--- src/rtl/pi_ctrl_pkg.sv ---
// Shared types and saturation limits for the PI duty regulator.
package pi_ctrl_pkg;

  typedef enum logic [2:0] {
    IDLE,
    ERR,
    INTEG,
    SUM,
    CLAMP
  } state_e;

  // Symmetric signed limit: +/-(2^(w-1)-1), so negation never overflows.
  function automatic int int_max(input int w);
    return (1 << (w - 1)) - 1;
  endfunction

  function automatic int int_min(input int w);
    return -int_max(w);
  endfunction

  function automatic int duty_max(input int w);
    return (1 << w) - 1;
  endfunction

  localparam int INT_MAX  = int_max(18);
  localparam int INT_MIN  = int_min(18);
  localparam int DUTY_MAX = duty_max(10);

endpackage

--- src/rtl/pi_duty_ctrl_sat_add.sv ---
// Signed adder with symmetric saturation; the sum is formed one bit wider
// than the widest operand so the overflow test itself cannot wrap.
module sat_add_s
  import pi_ctrl_pkg::*;
#(
  parameter int A_W = 18,
  parameter int B_W = 17,
  parameter int Y_W = 18
) (
  input  logic signed [A_W-1:0] a_i,
  input  logic signed [B_W-1:0] b_i,
  output logic signed [Y_W-1:0] y_o
);

  localparam int SW = ((A_W > B_W) ? A_W : B_W) + 1;
  localparam logic signed [SW-1:0] POS = SW'(int_max(Y_W));
  localparam logic signed [SW-1:0] NEG = -POS;

  logic signed [SW-1:0] sum;

  assign sum = SW'(a_i) + SW'(b_i);

  always_comb begin
    if (sum > POS)      y_o = Y_W'(POS);
    else if (sum < NEG) y_o = Y_W'(NEG);
    else                y_o = Y_W'(sum);
  end

endmodule

--- src/rtl/pi_duty_ctrl.sv ---
// Discrete PI regulator: one ADC sample in, one clamped duty word out,
// four cycles after the sample is accepted.
//
//   state | meaning
//   IDLE  | waiting for sample_valid & enable
//   ERR   | e = setpoint - sample
//   INTEG | integ <= sat(integ + ki*e)
//   SUM   | u = (kp*e + integ) >>> FRAC_BITS
//   CLAMP | duty <= clamp(u), duty_valid pulse
module pi_duty_ctrl
  import pi_ctrl_pkg::*;
#(
  parameter int ADC_WIDTH  = 8,
  parameter int COEF_WIDTH = 8,
  parameter int FRAC_BITS  = 4,
  parameter int DUTY_WIDTH = 10,
  parameter int INT_WIDTH  = 18
) (
  input  logic                  clk,
  input  logic                  n_rst,
  input  logic                  enable,
  input  logic                  sample_valid,
  input  logic [ADC_WIDTH-1:0]  sample,
  input  logic [ADC_WIDTH-1:0]  setpoint,
  input  logic [COEF_WIDTH-1:0] kp,
  input  logic [COEF_WIDTH-1:0] ki,
  output logic [DUTY_WIDTH-1:0] duty,
  output logic                  duty_valid,
  output logic                  busy,
  output logic                  overrun
);

  localparam int EW = ADC_WIDTH + 1;
  localparam int PW = ADC_WIDTH + COEF_WIDTH + 1;
  localparam int UW = INT_WIDTH + 2;
  localparam logic signed [UW-1:0] U_DUTY_MAX = UW'(duty_max(DUTY_WIDTH));
  localparam logic [DUTY_WIDTH-1:0] DUTY_TOP = '1;

  state_e state_q, state_d;

  logic [ADC_WIDTH-1:0]        sample_q, setpoint_q;
  logic [COEF_WIDTH-1:0]       kp_q, ki_q;
  logic signed [EW-1:0]        err_q, err_d;
  logic signed [INT_WIDTH-1:0] integ_q, integ_d;
  logic signed [UW-1:0]        u_q, u_d;
  logic [DUTY_WIDTH-1:0]       duty_q, duty_d;
  logic                        duty_valid_q, overrun_q;

  logic                 accept;
  logic signed [PW-1:0] err_ext, ki_ext, kp_ext, ki_prod, kp_prod;
  logic signed [UW-1:0] kp_prod_ext, integ_ext;

  assign accept = (state_q == IDLE) && sample_valid && enable;

  assign err_d   = $signed(EW'(setpoint_q)) - $signed(EW'(sample_q));
  assign err_ext = PW'(err_q);
  assign ki_ext  = $signed(PW'(ki_q));
  assign kp_ext  = $signed(PW'(kp_q));
  assign ki_prod = ki_ext * err_ext;
  assign kp_prod = kp_ext * err_ext;

  sat_add_s #(
    .A_W(INT_WIDTH),
    .B_W(PW),
    .Y_W(INT_WIDTH)
  ) u_sat_add (
    .a_i(integ_q),
    .b_i(ki_prod),
    .y_o(integ_d)
  );

  // In SUM, integ_q already holds the value written during INTEG.
  assign kp_prod_ext = UW'(kp_prod);
  assign integ_ext   = UW'(integ_q);
  assign u_d         = (kp_prod_ext + integ_ext) >>> FRAC_BITS;

  always_comb begin
    if (u_q[UW-1])            duty_d = '0;
    else if (u_q > U_DUTY_MAX) duty_d = DUTY_TOP;
    else                      duty_d = u_q[DUTY_WIDTH-1:0];
  end

  always_comb begin
    state_d = state_q;
    case (state_q)
      IDLE:    if (sample_valid && enable) state_d = ERR;
      ERR:     state_d = INTEG;
      INTEG:   state_d = SUM;
      SUM:     state_d = CLAMP;
      CLAMP:   state_d = IDLE;
      default: state_d = IDLE;
    endcase
  end

  always_ff @(posedge clk or negedge n_rst) begin
    if (!n_rst) begin
      state_q      <= IDLE;
      sample_q     <= '0;
      setpoint_q   <= '0;
      kp_q         <= '0;
      ki_q         <= '0;
      err_q        <= '0;
      integ_q      <= '0;
      u_q          <= '0;
      duty_q       <= '0;
      duty_valid_q <= 1'b0;
      overrun_q    <= 1'b0;
    end else if (!enable) begin
      state_q      <= IDLE;
      integ_q      <= '0;
      duty_q       <= '0;
      duty_valid_q <= 1'b0;
      overrun_q    <= 1'b0;
    end else begin
      state_q      <= state_d;
      duty_valid_q <= 1'b0;
      overrun_q    <= sample_valid && (state_q != IDLE);
      if (accept) begin
        sample_q   <= sample;
        setpoint_q <= setpoint;
        kp_q       <= kp;
        ki_q       <= ki;
      end
      if (state_q == ERR)   err_q   <= err_d;
      if (state_q == INTEG) integ_q <= integ_d;
      if (state_q == SUM)   u_q     <= u_d;
      if (state_q == CLAMP) begin
        duty_q       <= duty_d;
        duty_valid_q <= 1'b1;
      end
    end
  end

  assign duty       = duty_q;
  assign duty_valid = duty_valid_q;
  assign busy       = (state_q != IDLE);
  assign overrun    = overrun_q;

endmodule
--- config.mk ---
export PLATFORM = sky130hd
export DESIGN_NAME = pi_duty_ctrl
export DESIGN_NICKNAME = d
export VERILOG_FILES = /design/src/rtl/pi_ctrl_pkg.sv /design/src/rtl/pi_duty_ctrl_sat_add.sv /design/src/rtl/pi_duty_ctrl.sv
export SDC_FILE = /design/constraint.sdc
export NUM_CORES = 1
export LEC_CHECK = 0
export ABC_AREA = 1
export CAP_MARGIN = 20
export CORE_ASPECT_RATIO = 0.7
export CORE_UTILIZATION = 40
export DETAILED_ROUTE_END_ITERATION = 7
export PLACE_DENSITY = 0.57
export SETUP_SLACK_MARGIN = 0.1
export SLEW_MARGIN = 20
export SYNTH_ARGS = -nofsm -noshare
export SYNTH_HDL_FRONTEND = slang
export SYNTH_SLANG_ARGS = --single-unit
--- constraint.sdc ---
create_clock -name clk -period 13.7 [get_ports clk]
set_input_delay 1.37 -clock clk [delete_from_list [all_inputs] [get_ports clk]]
set_output_delay 1.37 -clock clk [all_outputs]
set_load 0.01 [all_outputs]
==> results of run 1 <==
[cells by family (layout without fill, tap and decap cells)]
logic type | after synthesis | in the layout
buf+inv | 314 | 338
mux | 22 | 22
compound gates | 141 | 141
flops | 89 | 89
xor+xnor | 41 | 41
simple gates | 557 | 557
fa+ha+maj | 229 | 229
[per-layer routing]
| layer | global-route usage (%) | vias to the layer above | wire length, µm |
|---|---|---|---|
| met5 | 0 | - | 0 |
| met4 | 3.794 | 0 | 163 |
| met3 | 2.724 | 15 | 1296 |
| met2 | 27.85 | 169 | 10600 |
| met1 | 30.93 | 4174 | 13630 |
| li1 | - | 4381 | - |
[final timing paths]
path                                      startpoint  slack, ns                        end  cells after the start
worst max-delay path            err_q[8]$_DFFE_PN0P_       6.55     integ_q[8]$_DFFE_PN0P_                     28
worst min-delay path              u_q[8]$_DFFE_PN0P_       0.48         u_q[8]$_DFFE_PN0P_                      2
worst max register to register  err_q[8]$_DFFE_PN0P_       6.55     integ_q[8]$_DFFE_PN0P_                     28
worst min register to register    u_q[8]$_DFFE_PN0P_       0.48         u_q[8]$_DFFE_PN0P_                      2
max in group asynchronous                      n_rst      11.66  setpoint_q[7]$_DFFE_PN0P_                      2
min in group asynchronous                      n_rst       0.99        duty[1]$_DFFE_PN0P_                      1
[registers in the layout, indices dropped and copies added (netlist names)]
register / cells
duty: 10
duty_valid: 1
err_q: 9
integ_q: 18
ki_q: 8
kp_q: 8
overrun: 1
sample_q: 8
setpoint_q: 8
state_q: 3
u_q: 15
[area by class of cell]
class / instances / area share, %
Multi-Input combinational cell: 990 / 61.41
Sequential cell: 89 / 18.80
Inverter: 268 / 8.490
Timing Repair Buffer: 54 / 4.583
Tap cell: 357 / 3.770
Clock buffer: 9 / 1.901
Clock inverter: 7 / 1.045
[cells in the final DEF (no fill, tap or decap), types with 3 or more instances in the layout]
master,netlist,final
nand2_1,354,354
inv_1,266,266
ha_1,141,141
dfrtp_1,89,89
fa_1,88,88
a21oi_1,73,73
nand3_1,72,71
nor2_1,70,70
clkdlybuf4s50_1,0,47
o21ai_0,42,42
xor2_1,22,22
mux2_2,22,22
xnor2_1,18,18
nand4_1,10,10
nand2_2,10,10
or2_2,9,9
clkbuf_16,0,9
nor3_1,8,8
nand3_2,6,7
buf_4,1,6
a21o_1,5,5
nand3b_1,5,5
nor2_2,5,5
o211ai_1,4,4
o21bai_1,4,4
o31ai_1,3,3
bufinv_16,0,3
[metrics by stage]
step / instance area (µm²) / std cells
final: 11850 / 1774
after CTS: 11820 / 1773
after global placement: 11470 / 1757
after detailed placement: 11470 / 1757
after global routing: 11850 / 1774
after floorplan: 10700 / 1393
[critical path: cells and delay by family (launching register included)]
family	cells	cell delay, ns
simple gates	10	1.41
compound gates	5	0.93
flops	1	0.58
buf+inv	4	0.53
xor+xnor	2	0.37
fa+ha+maj	7	3.26
==> results.toml, run 1 <==
[detailed_routing]
route.detailed.drc = 0
via_count = 8739
ant_nets = 0
initialDrtViolationCount = 535
routedWlPerCell_um = 14.48
viasPerCell = 4.926
drt_wl_total_um = 25690
drtPass1Iterations = 5

[layout]
area.growth.synth_to_final_pct = 10.75
multi_input_area_mm2 = 0.007277
nNetsFinal = 1677
antenna-diode-count = 0
fillers = 2658
final_util_pct = 45.58
seq_area_mm2 = 0.002227
drive_gt1_share_pct = 5.787

[critical_path]
path_class = "flip-flop to flip-flop"
critPathMostFrequentCell = "fa_1"
cp-end-kind = "flip-flop"
slowest_delay_ns = 0.58
cp_max_fo = 16
slowest_stage = "dfrtp_1"
cp-start-kind = "flip-flop"
critPathArrivalTime_ns = 7.44
crit_required_ns = 13.99

[placed_design]
dpl.hpwl_um = 20660
numPortBuffers = 48
gp_congestion = 0.8971
post-place-ws_ns = 6.526

[synth]
synth_top_family_by_area = "adder cells"
netlist_instances = 1393
synth-simple-area-share_pct = 22.07
synth_compound_area_share_pct = 7.204
syn_nets = 1658
synth_mux_area_share_pct = 2.316
ys_seq_elements = 89
synth_xor_area_share_pct = 3.426
ys_warn_count = 0
synth.top_cell.area_share_pct = 20.82
yosys.area_share.adder_pct = 32.96
synth_common_cells = "nand2_1 (354), inv_1 (266), ha_1 (141)"
synth.distinct_cells = 44
async_reset_ff_share_pct = 100.0
synth_area_mm2 = 0.01070
syn_avg_cell_area_um2 = 7.681
synth-edff-count = 0
synthTopCellsByArea = "dfrtp_1 (21%), ha_1 (16%), fa_1 (16%)"
yosys.area.top_type = "dfrtp_1"
synthFlopType = "dfrtp_1"
ys_seq_area_share_pct = 20.82
synth_most_common_cell = "nand2_1"

[sta]
finClkSkew_ns = 0.009400
fin_crit_ns = 7.149
finalSetupViolCount = 0
slew_viol_final = 0
clock.fmax_mhz = 139.9
setup-tns-final_ns = 0
period_share_pct = 52.18
max_slew.worst_pin.slew_ns = 0.9902
rsz0062_at_grt = "false"
final-hold-violation-count = 0
layout_setup_ws_ns = 6.551
holdWs_ns = 0.4827
timing.slew.headroom_pct = 33.63

[clock_network]
post_cts_buffers = 0
cts_inserted_buffers = 9
clockBufferDepth = 2
clk_pin_slew_ns = 0.07
clkLatencyLatePin_ns = 0.36
cts_resized = 0
holdBufCountCts = 0
h-tree-depth = 3
cts.sinks = 89
tritoncts = "done"
ctsRootBufferMaster = "clkbuf_16"

[worst_hold_path]
hp-class = "flip-flop to flip-flop"

[flow_run]
drv_cap = 0

[die]
fp.dieArea_mm2 = 0.02742
dieWidth_um = 197.5
coreArea_mm2 = 0.02599
ios = 49
start_util_pct = 41.16
fp-row-count = 49
die_h_um = 138.8

[global_route]
grt_max_degree = 49
grtUsageTotal_pct = 19.54
globalRoute.totalOverflow = 0
grt_pass1_vias = 8285
antenna_found_initial = 0
grt_first_pass_wirelength_um = 42550

[run_status]
outcome = "finished, final reports clean"
Power of run 1 is left out: the tool's default activity adds up to more than one toggle a clock period on the data nets, which glitch-free logic cannot reach.
==> inputs of run 2 (changes only) <==
==> constraint.sdc (replaced) <==
create_clock -name clk -period 7.4 [get_ports clk]
set_input_delay 0.74 -clock clk [delete_from_list [all_inputs] [get_ports clk]]
set_output_delay 0.74 -clock clk [all_outputs]
set_load 0.01 [all_outputs]
==> run 2 against run 1 <==
  * Fmax grew 5.7%
  * Final area rose by 0.24%
  * Via count about the same
  * Non-clock buffer count is 8 higher
  * Global-route usage is 0.20 points higher
  * Count of clock-buffer cells in the layout unchanged
  * Die area is the same
  * First-iteration DRC count rose by 13%
==> results.toml, run 2 (same netlist as run 1, synthesis figures left out) <==
[critical_path]
critPathMostFrequentCell = "fa_1"
cp-end-kind = "flip-flop"
path_class = "flip-flop to flip-flop"
slowest_delay_ns = 0.57
crit_required_ns = 7.69
cp_max_fo = 16
slowest_stage = "fa_1"
critPathArrivalTime_ns = 7.06
cp-start-kind = "flip-flop"

[die]
die_h_um = 138.8
dieWidth_um = 197.5
fp-row-count = 49
fp.dieArea_mm2 = 0.02742
start_util_pct = 41.16
coreArea_mm2 = 0.02599
ios = 49

[placed_design]
place_area_mm2 = 0.01153
gp_congestion = 0.8812
numPortBuffers = 48
dpl.hpwl_um = 21300

[detailed_routing]
route.detailed.drc = 0
drt_wl_total_um = 25930
ant_nets = 0
drtPass1Iterations = 5
viasPerCell = 4.902
routedWlPerCell_um = 14.55
initialDrtViolationCount = 606
via_count = 8736

[clock_network]
cts.sinks = 89
ctsRootBufferMaster = "clkbuf_16"
tritoncts = "done"
cts_inserted_buffers = 9
clockBufferDepth = 2
clk_pin_slew_ns = 0.07
cts_resized = 0
clkLatencyLatePin_ns = 0.36
h-tree-depth = 3
post_cts_buffers = 0
holdBufCountCts = 0

[layout]
antenna-diode-count = 0
area.growth.synth_to_final_pct = 11.02
drive_gt1_share_pct = 6.316
fillers = 2685
final_cell_mix = "nand2_1 (354), inv_1 (266), ha_1 (141)"
reg_top3 = "integ_q: 18 flops, u_q: 15 flops, duty: 10 flops"
final_util_pct = 45.69
seq_area_mm2 = 0.002227
final_common_cell = "nand2_1"
multi_input_area_mm2 = 0.007277
nNetsFinal = 1685
largest_reg_flops = 18
finalInstanceArea_mm2 = 0.01188
largest_register = "integ_q"

[sta]
holdWs_ns = 0.3252
slew_viol_final = 0
final-hold-violation-count = 0
timing.slew.headroom_pct = 37.35
setup-tns-final_ns = 0
clock.fmax_mhz = 147.8
period_share_pct = 91.43
finClkSkew_ns = 0.007370
finalSetupViolCount = 0
rsz0062_at_grt = "false"
max_slew.worst_pin.slew_ns = 0.9325
fin_crit_ns = 6.766

[global_route]
grt_first_pass_wirelength_um = 42810
grt_max_degree = 55
grtUsageTotal_pct = 19.74
antenna_found_initial = 0
globalRoute.totalOverflow = 0
grt_pass1_vias = 8286

[flow_run]
drv_cap = 0

[worst_hold_path]
hp-class = "primary input to asynchronous set/reset pin"

[run_status]
outcome = "finished, final reports clean"
## run 2: cell count changes in the layout (fill, tap and decap cells not counted)
cell	before	now
buf_4	6	14
clkinv_4	1	0
buf_16	1	0
clkinvlp_4	1	3
bufinv_16	3	2
buf_12	0	1
## run 2: worst paths after layout
check	startpoint	end	slack (ns)	cells past startpoint
setup / recovery	ki_q[0]$_DFFE_PN0P_	integ_q[4]$_DFFE_PN0P_	0.63	27
hold / removal	n_rst	duty[3]$_DFFE_PN0P_	0.33	1
setup reg to reg	ki_q[0]$_DFFE_PN0P_	integ_q[4]$_DFFE_PN0P_	0.63	27
hold reg to reg	u_q[9]$_DFFE_PN0P_	u_q[9]$_DFFE_PN0P_	0.48	2
max in group asynchronous	n_rst	err_q[7]$_DFFE_PN0P_	5.98	2
min in group clk	u_q[9]$_DFFE_PN0P_	u_q[9]$_DFFE_PN0P_	0.48	2
## run 2: layout make-up
class	count	area share, %
repair buffers	62	5.014
inverters	268	8.469
flip-flops and latches	89	18.75
multi-input cells	990	61.27
well taps	357	3.761
clock buffers	9	1.896
clock inverters	7	0.8427
## run 2: worst max-delay path: cells and delay by family, from the launching register on
| family | cells | cell delay, ns |
|---|---|---|
| flip-flops | 1 | 0.48 |
| buffers and inverters | 3 | 0.20 |
| adder cells (fa/ha/maj) | 7 | 3.29 |
| AND/OR/NAND/NOR | 10 | 1.40 |
| XOR/XNOR | 2 | 0.36 |
| AO/OA/AOI/OAI | 5 | 0.99 |
## run 2: layer usage
layer | global-route usage, % | vias up | part of all wire, %
li1 | - | 4381 | -
met2 | 27.30 | 172 | 40
met5 | 0 | - | 0
met4 | 4.325 | 0 | 1.1
met1 | 31.88 | 4165 | 54
met3 | 2.554 | 18 | 5.2
## run 2: per-stage QoR
stage	setup slack [ns]	std cells
final	0.6344	1782
after global routing	0.1596	1782
after CTS	0.6661	1781
after detailed placement	0.7211	1765
after global placement	0.7982	1765
after floorplan	1.086	1393
Power of run 2 is left out for the same reason.
